## config.mk

```make
export PLATFORM = sky130hd
export DESIGN_NAME = keypad_entry_ctrl
export DESIGN_NICKNAME = d
export VERILOG_FILES = /design/src/rtl/keypad_pkg.sv /design/src/rtl/keypad_debounce.sv /design/src/rtl/keypad_entry_ctrl.sv
export SDC_FILE = /design/constraint.sdc
export NUM_CORES = 1
export LEC_CHECK = 0
export BUFFER_PORTS_ARGS = -buffer_cell sky130_fd_sc_hd__clkbuf_2
export CAP_MARGIN = 20
export CORE_ASPECT_RATIO = 1.2
export CORE_MARGIN = 5
export CORE_UTILIZATION = 47
export CTS_CLUSTER_DIAMETER = 120
export DETAILED_ROUTE_END_ITERATION = 16
export PLACE_DENSITY_LB_ADDON = 0.05
export SLEW_MARGIN = 10
export SYNTH_ARGS = -nofsm -noshare
export SYNTH_HDL_FRONTEND = slang
export SYNTH_SLANG_ARGS = --single-unit
```

## constraint.sdc

```tcl
create_clock -name clk -period 2 [get_ports clk]
set_input_delay 0.4 -clock clk [delete_from_list [all_inputs] [get_ports clk]]
set_output_delay 0.4 -clock clk [all_outputs]
set_load 0.01 [all_outputs]
```

## src/rtl/keypad_pkg.sv

```systemverilog
// Shared key codes and debounce FSM state encoding for the keypad entry controller.
package keypad_pkg;

    localparam logic [4:0] KEY_NONE  = 5'd16;
    localparam logic [4:0] KEY_ENTER = 5'hE;
    localparam logic [4:0] KEY_CLEAR = 5'hF;
    localparam logic [4:0] KEY_BKSP  = 5'hD;

    typedef enum logic [1:0] {
        IDLE = 2'd0,
        DEB  = 2'd1,
        ACT  = 2'd2,
        REL  = 2'd3
    } deb_state_t;

    function automatic logic is_digit(input logic [3:0] code);
        return code <= 4'd9;
    endfunction

endpackage

```

## src/rtl/keypad_debounce.sv

```systemverilog
// Press/release qualifier: one accept pulse per debounced press, then waits for full release.
// Accept fires after DEB_CNT same-code present samples; a held key never re-triggers.
import keypad_pkg::*;

module keypad_debounce #(
    parameter int DEB_CNT = 2,
    parameter int REL_CNT = 2
) (
    input  logic       clk,
    input  logic       rst_n,
    input  logic [4:0] digito,
    input  logic       cambio_digito,
    output logic       accept,
    output logic [3:0] code
);

    localparam int CMAX = (DEB_CNT > REL_CNT) ? DEB_CNT : REL_CNT;
    localparam int CW   = $clog2(CMAX + 2);
    localparam logic [CW-1:0] DEB_LIM = CW'(DEB_CNT);
    localparam logic [CW-1:0] REL_LIM = CW'(REL_CNT);

    deb_state_t    state_q, state_d;
    logic [CW-1:0] cnt_q, cnt_d;
    logic [3:0]    code_q, code_d;
    logic          present;

    // codes 16..31 on the 5-bit bus all mean "no key"
    assign present = cambio_digito && !digito[4];

    always_ff @(posedge clk or negedge rst_n) begin
        if (!rst_n) begin
            state_q <= IDLE;
            cnt_q   <= '0;
            code_q  <= '0;
        end else begin
            state_q <= state_d;
            cnt_q   <= cnt_d;
            code_q  <= code_d;
        end
    end

    always_comb begin
        state_d = state_q;
        cnt_d   = cnt_q;
        code_d  = code_q;
        case (state_q)
            IDLE: begin
                if (present) begin
                    state_d = DEB;
                    code_d  = digito[3:0];
                    cnt_d   = CW'(1);
                end
            end
            DEB: begin
                if (!present || (digito[3:0] != code_q)) begin
                    state_d = IDLE;
                    cnt_d   = '0;
                end else if ((cnt_q + 1'b1) >= DEB_LIM) begin
                    state_d = ACT;
                    cnt_d   = '0;
                end else begin
                    cnt_d = cnt_q + 1'b1;
                end
            end
            ACT: begin
                state_d = REL;
                cnt_d   = '0;
            end
            REL: begin
                if (present) begin
                    cnt_d = '0;
                end else if ((cnt_q + 1'b1) >= REL_LIM) begin
                    state_d = IDLE;
                    cnt_d   = '0;
                end else begin
                    cnt_d = cnt_q + 1'b1;
                end
            end
            default: begin
                state_d = IDLE;
                cnt_d   = '0;
            end
        endcase
    end

    assign accept = (state_q == ACT);
    assign code   = code_q;

endmodule

```

## src/rtl/keypad_entry_ctrl.sv

```systemverilog
// Keypad entry assembler: debounced keys build an NDIG-digit BCD entry, Enter hands it off over valid/ready.
// Entry is locked (keys discarded) while an entry is pending; optional backspace via KEYPAD_BACKSPACE_EN.
import keypad_pkg::*;

module keypad_entry_ctrl #(
    parameter  int NDIG    = 4,
    parameter  int DEB_CNT = 2,
    parameter  int REL_CNT = 2,
    localparam int CW      = $clog2(NDIG + 1)
) (
    input  logic              clk,
    input  logic              rst_n,
    input  logic [4:0]        digito,
    input  logic              cambio_digito,
    input  logic              out_ready,
    output logic              out_valid,
    output logic [4*NDIG-1:0] out_value,
    output logic [CW-1:0]     out_ndig,
    output logic [4*NDIG-1:0] disp_value,
    output logic [CW-1:0]     disp_ndig,
    output logic              key_evt,
    output logic              err
);

    localparam logic [CW-1:0] FULL = CW'(NDIG);

    logic              accept;
    logic [3:0]        code;
    logic [4*NDIG-1:0] buf_q;
    logic [CW-1:0]     cnt_q;
    logic [4*NDIG+3:0] buf_ext;

    keypad_debounce #(
        .DEB_CNT (DEB_CNT),
        .REL_CNT (REL_CNT)
    ) u_debounce (
        .clk           (clk),
        .rst_n         (rst_n),
        .digito        (digito),
        .cambio_digito (cambio_digito),
        .accept        (accept),
        .code          (code)
    );

    // shift-in written via concatenation so NDIG=1 needs no special case
    assign buf_ext = {buf_q, code};

    always_ff @(posedge clk or negedge rst_n) begin
        if (!rst_n) begin
            buf_q     <= '0;
            cnt_q     <= '0;
            out_valid <= 1'b0;
            out_value <= '0;
            out_ndig  <= '0;
            err       <= 1'b0;
        end else begin
            err <= 1'b0;
            if (out_valid && out_ready) begin
                out_valid <= 1'b0;
            end
            // lock uses the current out_valid, so a key landing on the transfer cycle is dropped
            if (accept && !out_valid) begin
                if (is_digit(code)) begin
                    if (cnt_q < FULL) begin
                        buf_q <= buf_ext[4*NDIG-1:0];
                        cnt_q <= cnt_q + 1'b1;
                    end else begin
                        err <= 1'b1;
                    end
                end else if (code == KEY_ENTER[3:0]) begin
                    if (cnt_q != '0) begin
                        out_value <= buf_q;
                        out_ndig  <= cnt_q;
                        out_valid <= 1'b1;
                        buf_q     <= '0;
                        cnt_q     <= '0;
                    end else begin
                        err <= 1'b1;
                    end
                end else if (code == KEY_CLEAR[3:0]) begin
                    buf_q <= '0;
                    cnt_q <= '0;
`ifdef KEYPAD_BACKSPACE_EN
                end else if (code == KEY_BKSP[3:0]) begin
                    if (cnt_q != '0) begin
                        buf_q <= buf_q >> 4;
                        cnt_q <= cnt_q - 1'b1;
                    end else begin
                        err <= 1'b1;
                    end
`endif
                end
            end
        end
    end

    assign disp_value = buf_q;
    assign disp_ndig  = cnt_q;
    assign key_evt    = accept;

endmodule

```

==> metrics.md, run 1 <==
| Metric | Value |
|---|---|
| Initial Util | `0.487` |
| Post-CTS Resized | `0` |
| Vias in the first global route | `1559` |
| Leak | `roughly 0.0013 uW` |
| Placed cell area | `around 0.0024 mm^2` |
| CP max-delay cell | `and2_1` |
| P&R area growth vs syn | `22.8%` |
| Fmax | `535 MHz` |
| Unrepaired setup endpoints after global routing | `false` |
| Outcome | `complete, no violations` |
| Antenna violations before repair | `0` |
| Power per cell area | `between 900 and 1000 mW/mm^2` |
| Period utilization | `0.934` |
| Cell taking the most area after synthesis | `dfrtp_1` |
| Sink Count | `48` |
| Dpl hpwl | `about 3300 um` |
| I/O pin cnt | `50` |
| Main synth FF type | `dfrtp_1` |
| Die X | `70.9 um` |
| CP arrival | `about 2.1 ns` |
| Post-Syn Instances | `162` |
| Worst EP required | `roughly 2.2 ns` |
| Area used by multi-input combinational logic | `~800 um^2` |
| CTS tree | `done` |
| CTS Buf Count | `5` |
| Later-pin clock latency in the skew report | `0.30 ns` |
| Area share of and/or/nand/nor cells after synthesis | `0.0826` |
| Syn Nets | `174` |
| Drt first pass iters | `4` |
| Avg Inst Size Synth | `roughly 13 um^2` |
| H-tree depth | `2` |
| Clk slew on worst S/H paths | `about 0.090 ns` |
| Post-synthesis cell area | `around 0.0021 mm^2` |
| Main combinational cell family by area after synthesis | `compound AO/OA/AOI/OAI gates` |
| Placeable Area | `0.00429 mm^2` |
| Layout Nets | `between 200 and 250` |
| Max-slew headroom | `0.604` |
| Design Power | `~2500 uW` |
| Post-CTS Setup Inserts | `0` |
| Final wirelength | `4430 um` |
| Vias post-DR | `around 1500` |
| Kind of critical path | `reg2reg` |
| Gpl congestion | `between 0.7 and 0.8` |
| Die area | `about 0.0059 mm^2` |
| Clk root buf | `clkbuf_8` |
| VDD IR max | `around 680 uV` |
| First-pass GRT wire length | `7580 um` |
| Measured slew at the worst slew-check pin | `roughly 0.59 ns` |
| Startpoint Class | `register` |
| Synth area leaders | `dfrtp_1, mux2_2, a22o_1` |
| Placed cell count | `about 270` |
| Crit-path leading delay family | `simple AND/OR/NAND/NOR gates` |
| Post-synth top cells | `dfrtp_1, mux2_2, a22o_1, nand2_1, o21ai_0` |
| Clock Path Buffers | `2` |
| Hold Path Class | `in2async` |
| Seq cells post-synth | `48` |
| Design Area, Final | `between 0.002 and 0.003 mm^2` |
| Crit end category | `register` |
| Post-synthesis async set-or-reset flop share | `1.00` |
| Most common cell in the netlist | `dfrtp_1` |
| Setup TNS | `0 ns` |
| Slowest stage delay, CP | `between 0.4 and 0.5 ns` |
| Warnings, synthesis | `0` |
| Tot GR Track Use | `0.161` |
| Final Non-Filler Cells | `between 200 and 300` |
| Final antenna-violating net count | `0` |
| Largest net degree at the start of global routing | `49` |
| FP Rows | `26` |
| Post-Synth XOR/XNOR Area | `0.0210` |
| Share of post-route cells with drive strength above 1 | `0.415` |
| # DRC | `0` |
| Synth Area in Compound Gates | `0.146` |
| FF+latch area | `between 0.001 and 0.0015 mm^2` |
| Area share of the leading cell type in the synthesized netlist | `0.575` |
| Register area share after synthesis | `0.575` |
| Die Y | `a little over 80 um` |
| CP Max Fanout | `15` |
| Mux cell area share after synthesis | `0.113` |
| Post-Synth Adder-Cell Area | `0.0180` |
| Routed length per instance | `15.8 um` |
| Clock Skews | `0.00474 ns` |
| N_diodes | `0` |
| Post-route minimum period | `about 1.9 ns` |
| # fillers | `roughly 370` |
| CP cell instances | `inv_1 > ha_1 > nor2b_1 > a221oi_4 > and2_1 > mux2_2` |
| Unique masters post-synth | `38` |
| MaxCap Viol Count | `0` |
| Final Hold Vio Count | `0` |
| Post-synth EDFFs | `0` |
| Pins Over Slew Limit | `0` |
| Final setup fails | `0` |
| Worst hold margin | `0.190 ns` |
| Gr ovfl total | `0` |
| PortBufs | `49` |
| 1st-iter DRT viols | `67` |
| Hold_buf cts | `0` |
| WP buf/inv | `1` |
| Drt via density | `~5.3` |
-- path summary, 6_finish.rpt --
path | startpoint | endpoint | slack (ns) | depth (start not counted)
setup / recovery | disp_ndig[0]$_DFFE_PN0P_ | disp_ndig[0]$_DFFE_PN0P_ | 0.13 | 6
min in group clk | out_ready | out_valid$_DFF_PN0_ | 0.28 | 2
max in group asynchronous | rst_n | u_debounce.code[0]$_DFFE_PN0P_ | 1.41 | 2
hold reg to reg | out_value[6]$_DFFE_PN0P_ | out_value[6]$_DFFE_PN0P_ | 0.51 | 1
hold / removal | rst_n | out_value[3]$_DFFE_PN0P_ | 0.19 | 2
setup reg to reg | disp_ndig[0]$_DFFE_PN0P_ | disp_ndig[0]$_DFFE_PN0P_ | 0.13 | 6
-- final cells by class --
class | count | share of cell area
clock inverter | 2 | 0.0151
multi-input combinational | 99 | 0.310
tap | 56 | 0.0273
timing repair buffer | 61 | 0.136
sequential | 48 | 0.468
clock buffer | 6 | 0.0322
inverter | 8 | 0.0117
-- worst register-to-register path: cells and delay by family, from the launching register on --
kind	cells	cell delay [ns]
muxes	1	0.25
AOI/OAI and AO/OA	1	0.28
and+or+nand+nor	2	0.66
buffers and inverters	1	0.05
DFF	1	0.36
adders and majority gates	1	0.21
-- layout by cell type (no fill, tap or decap), types with 2 or more instances in the layout --
master / instances
nand2_1: 12
buf_4: 11
inv_1: 8
nand4_1: 2
nor3_1: 2
mux2_1: 2
xor2_1: 4
ha_1: 3
clkbuf_2: 49
o21ai_0: 10
clkbuf_8: 6
mux2_2: 19
a22oi_1: 2
o2bb2ai_1: 2
nor2_1: 3
a22o_1: 16
nand3_1: 2
nor2b_1: 3
dfrtp_1: 48
-- power by group --
part           total [uW]  internal [uW]  switching [uW]
Clock                 727            409             319
Sequential           1170           1070            98.0
Combinational         647            290             358
-- registers in the layout (all words and copies together) (netlist names), named ones only --
name and cells:
u_debounce.cnt_q 2, disp_value 16, out_value 16, u_debounce.state_q 1
out_ndig 3, u_debounce.code 4, disp_ndig 3, out_valid 1
err 1
-- layer usage --
metal,global-route usage,wire (um),up-vias
met2,0.284,2320,46
met1,0.191,1800,735
li1,-,-,704
met3,0.0362,240,5
met5,0,0,-
met4,0.0564,69,0
-- cell families (layout without fill, tap and decap cells) --
family                   after synthesis  in the layout
flip-flops                            48             48
AO/OA/AOI/OAI                         38             38
AND/OR/NAND/NOR                       32             32
multiplexers                          21             21
buffers and inverters                 15             77
XOR/XNOR                               5              5
adder cells (fa/ha/maj)                3              3
-- stage by stage --
step	util	worst slack, ns
after CTS	0.598	0.115
final	0.598	0.132
after detailed placement	0.569	0.147
after floorplan	-	0.0333
after global routing	0.598	0.00744
after global placement	0.569	0.164
No activity file was read; power rests on OpenSTA's default activity.
==> run 2: changes to the inputs <==
--- a/config.mk
+++ b/config.mk
@@ -8,7 +8,7 @@
 export BUFFER_PORTS_ARGS = -buffer_cell sky130_fd_sc_hd__clkbuf_2
 export CAP_MARGIN = 20
 export CORE_ASPECT_RATIO = 1.2
-export CORE_MARGIN = 5
+export CORE_MARGIN = 2
 export CORE_UTILIZATION = 47
 export CTS_CLUSTER_DIAMETER = 120
 export DETAILED_ROUTE_END_ITERATION = 16
==> metrics.md, run 2 (synthesized netlist as in run 1, its figures left out) <==
| Metric | Value |
|---|---|
| Outcome | `complete, no violations` |
| Most common cell after layout, fill and taps aside | `clkbuf_2` |
| PortBufs | `49 (unchanged)` |
| Placed cell area | `0.00245 mm^2 (+0.20%)` |
| Final antenna-violating net count | `0 (unchanged)` |
| Period utilization | `0.906 (-0.0282)` |
| Vias post-DR | `1470 (-1.3%)` |
| Power per cell area | `940 mW/mm^2 (-5.2%)` |
| Post-route minimum period | `1.81 ns (-0.0563 ns)` |
| VDD IR max | `628 uV (-8.1%)` |
| Sink Count | `48 (unchanged)` |
| Most frequent cells in the layout | `clkbuf_2, dfrtp_1, mux2_2` |
| Gpl congestion | `0.737 (+2.6%)` |
| Crit end category | `register` |
| First-pass GRT wire length | `6770 um (-11%)` |
| Clk slew on worst S/H paths | `0.09 ns (about the same)` |
| Worst EP required | `2.18 ns (-0.06 ns)` |
| FP Rows | `26 (unchanged)` |
| Clock Path Buffers | `2 (unchanged)` |
| Initial Util | `0.490 (+0.00371)` |
| Antenna violations before repair | `0 (unchanged)` |
| Routed length per instance | `14.6 um (-7.8%)` |
| R2R Setup Slk | `0.19 ns (+0.06 ns)` |
| Max-slew headroom | `0.680 (+0.0761)` |
| I/O pin cnt | `50 (unchanged)` |
| Fmax | `552 MHz (+3.1%)` |
| Die area | `0.00500 mm^2 (-15%)` |
| Vias in the first global route | `1471 (-5.6%)` |
| CP arrival | `1.99 ns (-0.12 ns)` |
| Startpoint Class | `register` |
| Leak | `0.00130 uW (-1.2%)` |
| N_diodes | `0 (unchanged)` |
| Die Y | `77.0 um (-7.2%)` |
| Later-pin clock latency in the skew report | `0.29 ns (about the same)` |
| Drt first pass iters | `4 (unchanged)` |
| Clk root buf | `clkbuf_8` |
| P&R area growth vs syn | `22.2%` |
| Worst hold margin | `0.0490 ns (-0.141 ns)` |
| Drt via density | `5.27 (-0.99%)` |
| Setup TNS | `0 ns (unchanged)` |
| CTS Buf Count | `5 (unchanged)` |
| Final setup fails | `0 (unchanged)` |
| Die X | `64.9 um (-8.5%)` |
| Share of post-route cells with drive strength above 1 | `0.413 (-0.00262)` |
| Unrepaired setup endpoints after global routing | `false` |
| 1st-iter DRT viols | `76 (+13%)` |
| Pins Over Slew Limit | `0 (unchanged)` |
| CTS tree | `done` |
| Dpl hpwl | `3090 um (-6.6%)` |
| Largest net degree at the start of global routing | `32 (-35%)` |
| Final core occ | `0.599 (+0.00133)` |
| Clock Skews | `0.00414 ns (-0.000598 ns)` |
| Gr ovfl total | `0 (unchanged)` |
| Hold Path Class | `in2async` |
| Layout Nets | `234 (-0.43%)` |
| # DRC | `0 (unchanged)` |
| Post-CTS Setup Inserts | `0 (unchanged)` |
| Design Area, Final | `0.00255 mm^2 (-0.54%)` |
| CP Max Fanout | `15 (unchanged)` |
| Kind of critical path | `reg2reg` |
| H-tree depth | `2 (unchanged)` |
| Tot GR Track Use | `0.177 (+0.0156)` |
| MaxCap Viol Count | `0 (unchanged)` |
| Final Hold Vio Count | `0 (unchanged)` |
| Measured slew at the worst slew-check pin | `0.480 ns (-0.114 ns)` |
| Placeable Area | `0.00426 mm^2 (-0.76%)` |
| Final wirelength | `4070 um (-8.1%)` |
==> run 2: path summary, 6_finish.rpt <==
path | from | end | cells after the start
worst max-delay path | disp_ndig[1]$_DFFE_PN0P_ | disp_ndig[0]$_DFFE_PN0P_ | 6
worst min-delay path | rst_n | disp_value[1]$_DFFE_PN0P_ | 1
worst max register to register | disp_ndig[1]$_DFFE_PN0P_ | disp_ndig[0]$_DFFE_PN0P_ | 6
worst min register to register | out_value[3]$_DFFE_PN0P_ | out_value[3]$_DFFE_PN0P_ | 1
max in group asynchronous | rst_n | out_ndig[0]$_DFFE_PN0P_ | 2
min in group clk | out_ready | out_valid$_DFF_PN0_ | 2
==> run 2: timing repair <==
| item | CTS | global route |
|---|---|---|
| hold buffers | 0 | 0 |
| hold endpoints to repair | 0 | 0 |
| endpoints found under the setup margin | 0 | 1 |
| resized for setup | 0 | 1 |
==> run 2: routing by layer <==
metal  track usage  wire length [um]  up-vias
met5             0                 0        -
met4        0.0638                65        0
met3        0.0367               163        5
met2         0.312              2070       37
met1         0.210              1780      726
li1              -                 -      702
==> run 2: through the flow <==
| stage | cells | setup slack (ns) | total power (uW) |
|---|---|---|---|
| 2_1_floorplan | 162 | 0.0333 | 1590 |
| 3_3_place_gp | 271 | 0.195 | 1800 |
| 3_5_place_dp | 271 | 0.146 | 1830 |
| 4_1_cts | 279 | 0.117 | 2430 |
| 5_1_grt | 279 | 0.0346 | 2560 |
| 6_report | 279 | 0.188 | 2400 |
==> run 2: worst max-delay path, stage by stage (launching register included) <==
cell	delay (ns)
dfrtp_1	0.41
inv_1	0.06
ha_1	0.19
nor2b_1	0.17
a221oi_4	0.38
nand2_4	0.18
mux2_2	0.31
==> run 2: power breakdown <==
group,switching (uW),internal (uW)
combinational,345,288
clock,314,280
sequential,102,1070
total,760,1640
==> run 2: area by class of cell <==
class | count | area, um^2
inverters | 8 | 30.0
fillers | 361 | 1710
clock buffers | 6 | 82.6
well taps | 56 | 70.1
flip-flops and latches | 48 | 1200
clock inverters | 2 | 15.0
multi-input cells | 99 | 801
repair buffers | 60 | 353
